File: src/rtl/mips_timer_slave.sv
// mips_timer_slave
// ----------------
// Memory-mapped timer that responds on the single-cycle MIPS data bus.
// It has a prescaled 32-bit up-counter, a compare match that either
// auto-reloads or stops the timer (one-shot), a sticky write-1-to-clear
// match flag, and an optional registered interrupt request.
// Reads are combinational so the CPU gets data in the same cycle.
// Writes commit on the rising clock edge.
//
// Register window (byte offsets from BASE_ADDR):
//   0x00 CTRL   bit0 EN, bit1 AR (auto-reload), bit2 IE
//   0x04 PRESC  [PRESC_W-1:0]
//   0x08 COUNT  [31:0]
//   0x0C CMP    [31:0]
//   0x10 STATUS bit0 MF, write 1 to clear
//   0x14-0x1C   reserved, read 0, writes ignored
//
// Ports:
//   clk          system clock
//   reset        asynchronous, active-high reset
//   memwrite     CPU store strobe
//   memaddr      CPU byte address (bits [1:0] ignored)
//   memwritedata CPU store data
//   memreaddata  combinational read data (0 when hit=0)
//   hit          combinational window decode of memaddr
//   irq          registered interrupt request (MF & IE)
//
// Build option: define MIPS_TIMER_IRQ_EN to include CTRL.IE and the irq
// flop. Without it irq is tied low and CTRL bit2 reads 0.

module mips_timer_slave #(
    parameter logic [31:0] BASE_ADDR = 32'hFFFF_FF00,
    parameter int          PRESC_W   = 16
) (
    input  logic        clk,
    input  logic        reset,
    input  logic        memwrite,
    input  logic [31:0] memaddr,
    input  logic [31:0] memwritedata,
    output logic [31:0] memreaddata,
    output logic        hit,
    output logic        irq
);

    localparam logic [2:0] IDX_CTRL   = 3'd0;
    localparam logic [2:0] IDX_PRESC  = 3'd1;
    localparam logic [2:0] IDX_COUNT  = 3'd2;
    localparam logic [2:0] IDX_CMP    = 3'd3;
    localparam logic [2:0] IDX_STATUS = 3'd4;

    localparam logic [PRESC_W-1:0] PCNT_ZERO = {PRESC_W{1'b0}};
    localparam logic [PRESC_W-1:0] PCNT_ONE  = PRESC_W'(1'b1);

    logic               en_q, en_d;
    logic               ar_q, ar_d;
    logic [PRESC_W-1:0] presc_q, presc_d;
    logic [PRESC_W-1:0] pcnt_q, pcnt_d;
    logic [31:0]        count_q, count_d;
    logic [31:0]        cmp_q, cmp_d;
    logic               mf_q, mf_d;

    logic               wr_s;
    logic [2:0]         idx_s;
    logic               tick_s;
    logic               match_s;
    logic               pcnt_clr_s;
    logic               mf_clr_s;
    logic               ie_rd_s;
    logic [31:0]        presc_ext_s;
    logic               unused_s;

    // Address bits [1:0] are intentionally ignored (word registers only).
    assign unused_s = ^memaddr[1:0];

    assign hit     = (memaddr[31:5] == BASE_ADDR[31:5]);
    assign wr_s    = memwrite & hit;
    assign idx_s   = memaddr[4:2];
    assign tick_s  = en_q & (pcnt_q == presc_q);
    assign match_s = tick_s & (count_q == cmp_q);

    // Prescale counter restarts on a PRESC write or a CTRL write that disables.
    assign pcnt_clr_s = wr_s & ((idx_s == IDX_PRESC) |
                                ((idx_s == IDX_CTRL) & ~memwritedata[0]));
    assign mf_clr_s   = wr_s & (idx_s == IDX_STATUS) & memwritedata[0];

`ifdef MIPS_TIMER_IRQ_EN
    logic ie_q, ie_d;
    logic irq_q, irq_d;

    assign irq_d   = mf_q & ie_q;
    assign irq     = irq_q;
    assign ie_rd_s = ie_q;

    // IE bit: only a CTRL write changes it.
    always_comb begin
        ie_d = ie_q;
        if (wr_s && (idx_s == IDX_CTRL)) begin
            ie_d = memwritedata[2];
        end else begin
            ie_d = ie_q;
        end
    end

    // Interrupt-enable and interrupt-request flops.
    always_ff @(posedge clk or posedge reset) begin
        if (reset) begin
            ie_q  <= 1'b0;
            irq_q <= 1'b0;
        end else begin
            ie_q  <= ie_d;
            irq_q <= irq_d;
        end
    end
`else
    assign irq     = 1'b0;
    assign ie_rd_s = 1'b0;
`endif

    // Next-state for timer registers: tick rules first, CPU writes override.
    always_comb begin
        en_d    = en_q;
        ar_d    = ar_q;
        presc_d = presc_q;
        cmp_d   = cmp_q;
        pcnt_d  = pcnt_q;
        count_d = count_q;
        mf_d    = mf_q;

        if (pcnt_clr_s || !en_q || tick_s) begin
            pcnt_d = PCNT_ZERO;
        end else begin
            pcnt_d = pcnt_q + PCNT_ONE;
        end

        // A CPU write to COUNT drops any tick update in the same cycle.
        if (wr_s && (idx_s == IDX_COUNT)) begin
            count_d = memwritedata;
        end else if (match_s) begin
            if (ar_q) begin
                count_d = 32'h0000_0000;
            end else begin
                count_d = count_q;
            end
        end else if (tick_s) begin
            count_d = count_q + 32'd1;
        end else begin
            count_d = count_q;
        end

        // A CTRL write wins over the one-shot auto-disable.
        if (wr_s && (idx_s == IDX_CTRL)) begin
            en_d = memwritedata[0];
            ar_d = memwritedata[1];
        end else if (match_s && !ar_q) begin
            en_d = 1'b0;
            ar_d = ar_q;
        end else begin
            en_d = en_q;
            ar_d = ar_q;
        end

        if (wr_s && (idx_s == IDX_PRESC)) begin
            presc_d = memwritedata[PRESC_W-1:0];
        end else begin
            presc_d = presc_q;
        end

        if (wr_s && (idx_s == IDX_CMP)) begin
            cmp_d = memwritedata;
        end else begin
            cmp_d = cmp_q;
        end

        // A new match beats a simultaneous clear.
        if (match_s) begin
            mf_d = 1'b1;
        end else if (mf_clr_s) begin
            mf_d = 1'b0;
        end else begin
            mf_d = mf_q;
        end
    end

    // Timer state registers.
    always_ff @(posedge clk or posedge reset) begin
        if (reset) begin
            en_q    <= 1'b0;
            ar_q    <= 1'b0;
            presc_q <= PCNT_ZERO;
            pcnt_q  <= PCNT_ZERO;
            count_q <= 32'h0000_0000;
            cmp_q   <= 32'h0000_0000;
            mf_q    <= 1'b0;
        end else begin
            en_q    <= en_d;
            ar_q    <= ar_d;
            presc_q <= presc_d;
            pcnt_q  <= pcnt_d;
            count_q <= count_d;
            cmp_q   <= cmp_d;
            mf_q    <= mf_d;
        end
    end

    // Zero-extend the prescaler for the 32-bit read path.
    always_comb begin
        presc_ext_s                = 32'h0000_0000;
        presc_ext_s[PRESC_W-1:0]   = presc_q;
    end

    // Combinational read mux; outside the window the bus sees zero.
    always_comb begin
        memreaddata = 32'h0000_0000;
        if (hit) begin
            case (idx_s)
                IDX_CTRL:   memreaddata = {29'h0, ie_rd_s, ar_q, en_q};
                IDX_PRESC:  memreaddata = presc_ext_s;
                IDX_COUNT:  memreaddata = count_q;
                IDX_CMP:    memreaddata = cmp_q;
                IDX_STATUS: memreaddata = {31'h0, mf_q};
                default:    memreaddata = 32'h0000_0000;
            endcase
        end else begin
            memreaddata = 32'h0000_0000;
        end
    end

endmodule

File: config.mk
export PLATFORM = sky130hd
export DESIGN_NAME = mips_timer_slave
export DESIGN_NICKNAME = d
export VERILOG_FILES = /design/src/rtl/mips_timer_slave.sv
export SDC_FILE = /design/constraint.sdc
export NUM_CORES = 1
export LEC_CHECK = 0
export CORE_MARGIN = 2
export CORE_UTILIZATION = 28
export DETAILED_ROUTE_END_ITERATION = 12
export GPL_TIMING_DRIVEN = 0
export SLEW_MARGIN = 0
export SYNTH_ARGS = -nofsm -noshare
export SYNTH_HDL_FRONTEND = slang
export SYNTH_SLANG_ARGS = --single-unit
File: constraint.sdc
create_clock -name clk -period 6.6 [get_ports clk]
set_input_delay 1.32 -clock clk [delete_from_list [all_inputs] [get_ports clk]]
set_output_delay 1.32 -clock clk [all_outputs]
set_load 0.01 [all_outputs]
# Word level (Yosys, flattened, before mapping)
# Index checks and enable logic that the tools add are counted.
# op_classes
n_mul	0
eq_ne	8
n_reduce_logical	14
n_mux	11
addsub	2
n_div	0
bitwise_logic	9
magnitude_cmp	0
shifts	0
# op_table
operator	n
32-bit two-way mux	5
32-bit one-hot mux with 5 select lines	1
32-bit by 1-bit adder with 32-bit output (second input constant)	1
32-bit equality test	1
27-bit equality test (second input constant)	1
16-bit by 1-bit adder with 16-bit output (second input constant)	1
16-bit equality test	1
16-bit two-way mux	1
1-bit bitwise AND	7
3-bit by 2-bit equality test with 1-bit output (second input constant)	2
1-bit logical AND	5
1-bit two-way mux	4
2-bit nonzero test	2
3-bit by 1-bit equality test with 1-bit output (second input constant)	1
3-bit equality test (second input constant)	1
3-bit zero test	1
3-bit by 2-bit != test with 1-bit output (second input constant)	1
3-bit nonzero test	1
1-bit zero test	2
1-bit logical OR	2
2-bit AND reduction	1
1-bit NOT	1
1-bit bitwise OR	1
# word_totals
ramBits	0
output_inout_bits	34
word_cells	51
latchBits	0
mem_count	0
register_bits	99
rom_bits	0

# Logic depth before layout (Yosys ltp)
# logic_depth
word_depth	7
depth_mapped	9

# Worst setup path after synthesis
# No wires, ideal clock.
# synth_path
kind	input-to-output
from	in memaddr[6]
to	out memreaddata[21]
required_ps	5280
arrival_time_ps	3015
n_path_buf	1
setup_slack_ps	2265
stages	7
path_cell_list	or4b_1 nor4_2 nand2_1 inv_1 o21ai_1 clkbuf_1 nor2_1
# synth_between
elab_chain_cells	2
# synth_rtl
element	line	rtl
start, declared	38	input logic [31:0] memaddr,
27-bit equality test	75	assign hit = (memaddr[31:5] == BASE_ADDR[31:5]);
named net hit	41	output logic hit,
32-bit two-way mux	214	if (hit) begin
end, declared	40	output logic [31:0] memreaddata,
# The timed path passes the listed nets, and every way through them passes these cells.

# Final worst setup path
# layout_path
from	in memaddr[6]
to	out memreaddata[21]
# layout_between
elab_chain_cells	2
# layout_rtl
element	line
27-bit equality test	75
32-bit two-way mux	214
# Every way passes these cells.

==> impl_metrics.tcl <==
set metrics [dict create \
    clkPwrFrac 0.450 \
    leakagePower_uw 0.003263 \
    synth_top_family_by_area "simple AND/OR/NAND/NOR gates" \
    clockBufferDepth 2 \
    synth_compound_area_frac 0.1555 \
    clk_latency_ps 350 \
    synth_mux_area_frac 0.1123 \
    synth.avg_cell_area_um2 9.366 \
    synth_cell_types 71 \
    wire_per_inst_um 20.55 \
    postSynth.asyncResetShare 1.000 \
    synth_xor_area_frac 0.08594 \
    regArea_um2 2477 \
    cts_tree "done" \
    num_rows 55 \
    status "finished, final reports clean" \
    detail-route-antenna-nets 0 \
    initial_utilization 0.2838 \
    placed_cell_area_um2 7749 \
    overflow 0 \
    hold_viol_final 0 \
    num_io_pins 101 \
    clock_sinks 99 \
    antenna_found_initial 0 \
    power_density_nw_per_um2 157.8 \
    required_ps 5280 \
    cts_setup_buffers 0 \
    switchingPower_uw 298.2 \
    synth.largest_area_cell "dfrtp_1" \
    drt_iter0_drc 466 \
    syn_area_um2 6406 \
    start_kind "input port" \
    p_int_uw 975.0 \
    synth_common_cells "99 x dfrtp_1, 76 x nor2_1, 61 x mux2_2" \
    synth_cells 684 \
    h-tree-depth 3 \
    finalCritPeriodShare 0.8490 \
    diodes 0 \
    drv_cap 0 \
    multiInputGateArea_um2 3643 \
    crit_type "in2out" \
    dieArea_um2 24110 \
    wl_um 22210 \
    synthSimpleGateAreaFrac 0.2098 \
    synth_top_area_frac 0.3867 \
    finClkSkew_ps 10.78 \
    die_w_um 155.3 \
    synthMostInstantiatedCell "dfrtp_1" \
    critPathCaptureType "primary output" \
    grt_max_degree 60 \
    cts_resized 0 \
    seq_area_frac_synth 0.3867 \
    grt_pass1_wl_um 33670 \
    grt_pass1_vias 5799 \
    clockRootBuffer "clkbuf_16" \
    synthTopCellsByArea "dfrtp_1 39%, mux2_2 11%, xor2_1 6.2%" \
    synthFlopType "dfrtp_1" \
    irDropWorstVdd_mv 0.1145 \
    holdBufCountCts 0 \
    track_usage 0.1830 \
    route.vias.total 5922 \
    utilization 0.3575 \
    rsz0062_at_grt "no" \
    synthAdderAreaFrac 0.003906 \
    gp_congestion 0.9501 \
    worstPathArrival_ps 4280 \
    drive_gt1_frac 0.1382 \
    finalMaxSlewViolations 0 \
    core_area_um2 22570 \
    nets 860 \
    final_area_um2 8069 \
    path_max_fanout 10 \
    timing.setup.tns_ps 0 \
    synth_edf_count 0 \
    ys_ff_latch 99 \
    nFillCells 2307 \
    cts_buffers 9 \
    ys_warn_count 0 \
    die_y_um 155.3 \
    combinationalPowerShare 0.073 \
    io_buffers 95 \
    vias_per_cell 5.478 \
    max_slew.worst_pin.slew_ps 893.4 \
    max_freq_mhz 178.5 \
    syn_nets 753 \
    setup_viol 0 \
    dpl.hpwl_um 17000 \
    min_period_ps 5603 \
    drc 0 \
    clk_pin_slew_ps 70 \
    areaGrowthSynthToFinish_pct 25.96 \
    drt-pass1-iter-count 5 \
    hold_path.class "reg2reg" \
    relSlewSlack 0.4004 \
    switching_share 0.2342 \
    seq_power_share 0.478 \
]
==> area by class of cell <==
class | instances | share of cell area
Tap cell | 285 | 0.04419
Inverter | 16 | 0.007753
Clock buffer | 11 | 0.03132
Clock inverter | 5 | 0.008373
Buffer | 47 | 0.02853
Multi-Input combinational cell | 522 | 0.4515
Timing Repair Buffer | 96 | 0.1213
Sequential cell | 99 | 0.3070
==> per-layer routing <==
metal,GRT usage,share of wire,vias to the layer above
met1,0.2413,0.44,2911
met2,0.3062,0.48,217
li1,-,-,2755
met3,0.03398,0.055,39
met5,0,0,-
met4,0.05505,0.023,0
==> worst paths after layout <==
check	start	end	slack (ps)	depth (start not counted)
worst min register to register	pcnt_q[0]$_DFF_PP0_	pcnt_q[0]$_DFF_PP0_	510	1
max in group asynchronous	reset	count_q[5]$_DFFE_PP0P_	4510	3
worst max-delay path	memaddr[6]	memreaddata[21]	1000	9
min in group asynchronous	reset	mf_q$_DFFE_PP0P_	1390	2
worst min-delay path	pcnt_q[0]$_DFF_PP0_	pcnt_q[0]$_DFF_PP0_	510	1
worst max register to register	pcnt_q[7]$_DFF_PP0_	count_q[4]$_DFFE_PP0P_	3240	8
==> power groups by stage <==
stage	combinational, uW	clock [uW]	sequential [uW]
global placement	90.3	0	620
CTS	93.7	585	608
finish	92.5	572	608
detailed placement	93.4	0	620
floorplan	33.7	0	620
global route	100	604	608
==> kinds of logic after synthesis <==
| family | after synthesis |
|---|---|
| AO/OA/AOI/OAI | 135 |
| other | 1 |
| buffers and inverters | 63 |
| flip-flops | 99 |
| AND/OR/NAND/NOR | 259 |
| multiplexers | 63 |
| XOR/XNOR | 62 |
| adder cells (fa/ha/maj) | 2 |
==> cells in the final DEF (no fill, tap or decap), types with 7 or more instances in the layout <==
cell type / n
nand4_1: 27
xor2_1: 45
and2_1: 7
dfrtp_1: 99
or4_1: 9
clkdlybuf4s50_1: 95
nand2_1: 49
xnor2_1: 16
mux2_2: 61
a21oi_1: 7
buf_2: 7
nor3_1: 17
and3_1: 13
inv_1: 15
a211oi_1: 11
nor2_1: 76
clkbuf_16: 9
o21ai_0: 30
a22oi_1: 32
nand3_1: 22
nor4_1: 13
clkbuf_1: 29
==> through the flow <==
step                      hold WS (ps)  power, uW  cells  setup slack, ps
after detailed placement         503.3      713.7   1065            996.6
after CTS                        518.6       1287   1081            994.2
after floorplan                  464.7      653.7    684             2265
after global placement           491.7      710.7   1064            914.5
final                            509.2       1273   1081            996.6
after global routing             544.4       1313   1081            748.3
==> sequential cells by signal (all words and copies together) (netlist names) <==
signal,count
ar_q,1
cmp_q,32
count_q,32
en_q,1
mf_q,1
pcnt_q,16
presc_q,16
==> worst max-delay path: stages <==
cell and delay, ps:
clkdlybuf4s50_1 390, or4b_1 550, nor4_2 350, nand2_1 80
inv_1 180, o21ai_1 350, clkbuf_1 330, nor2_1 170
clkdlybuf4s50_1 550
Note: power is estimated with default switching activity, not from simulation.
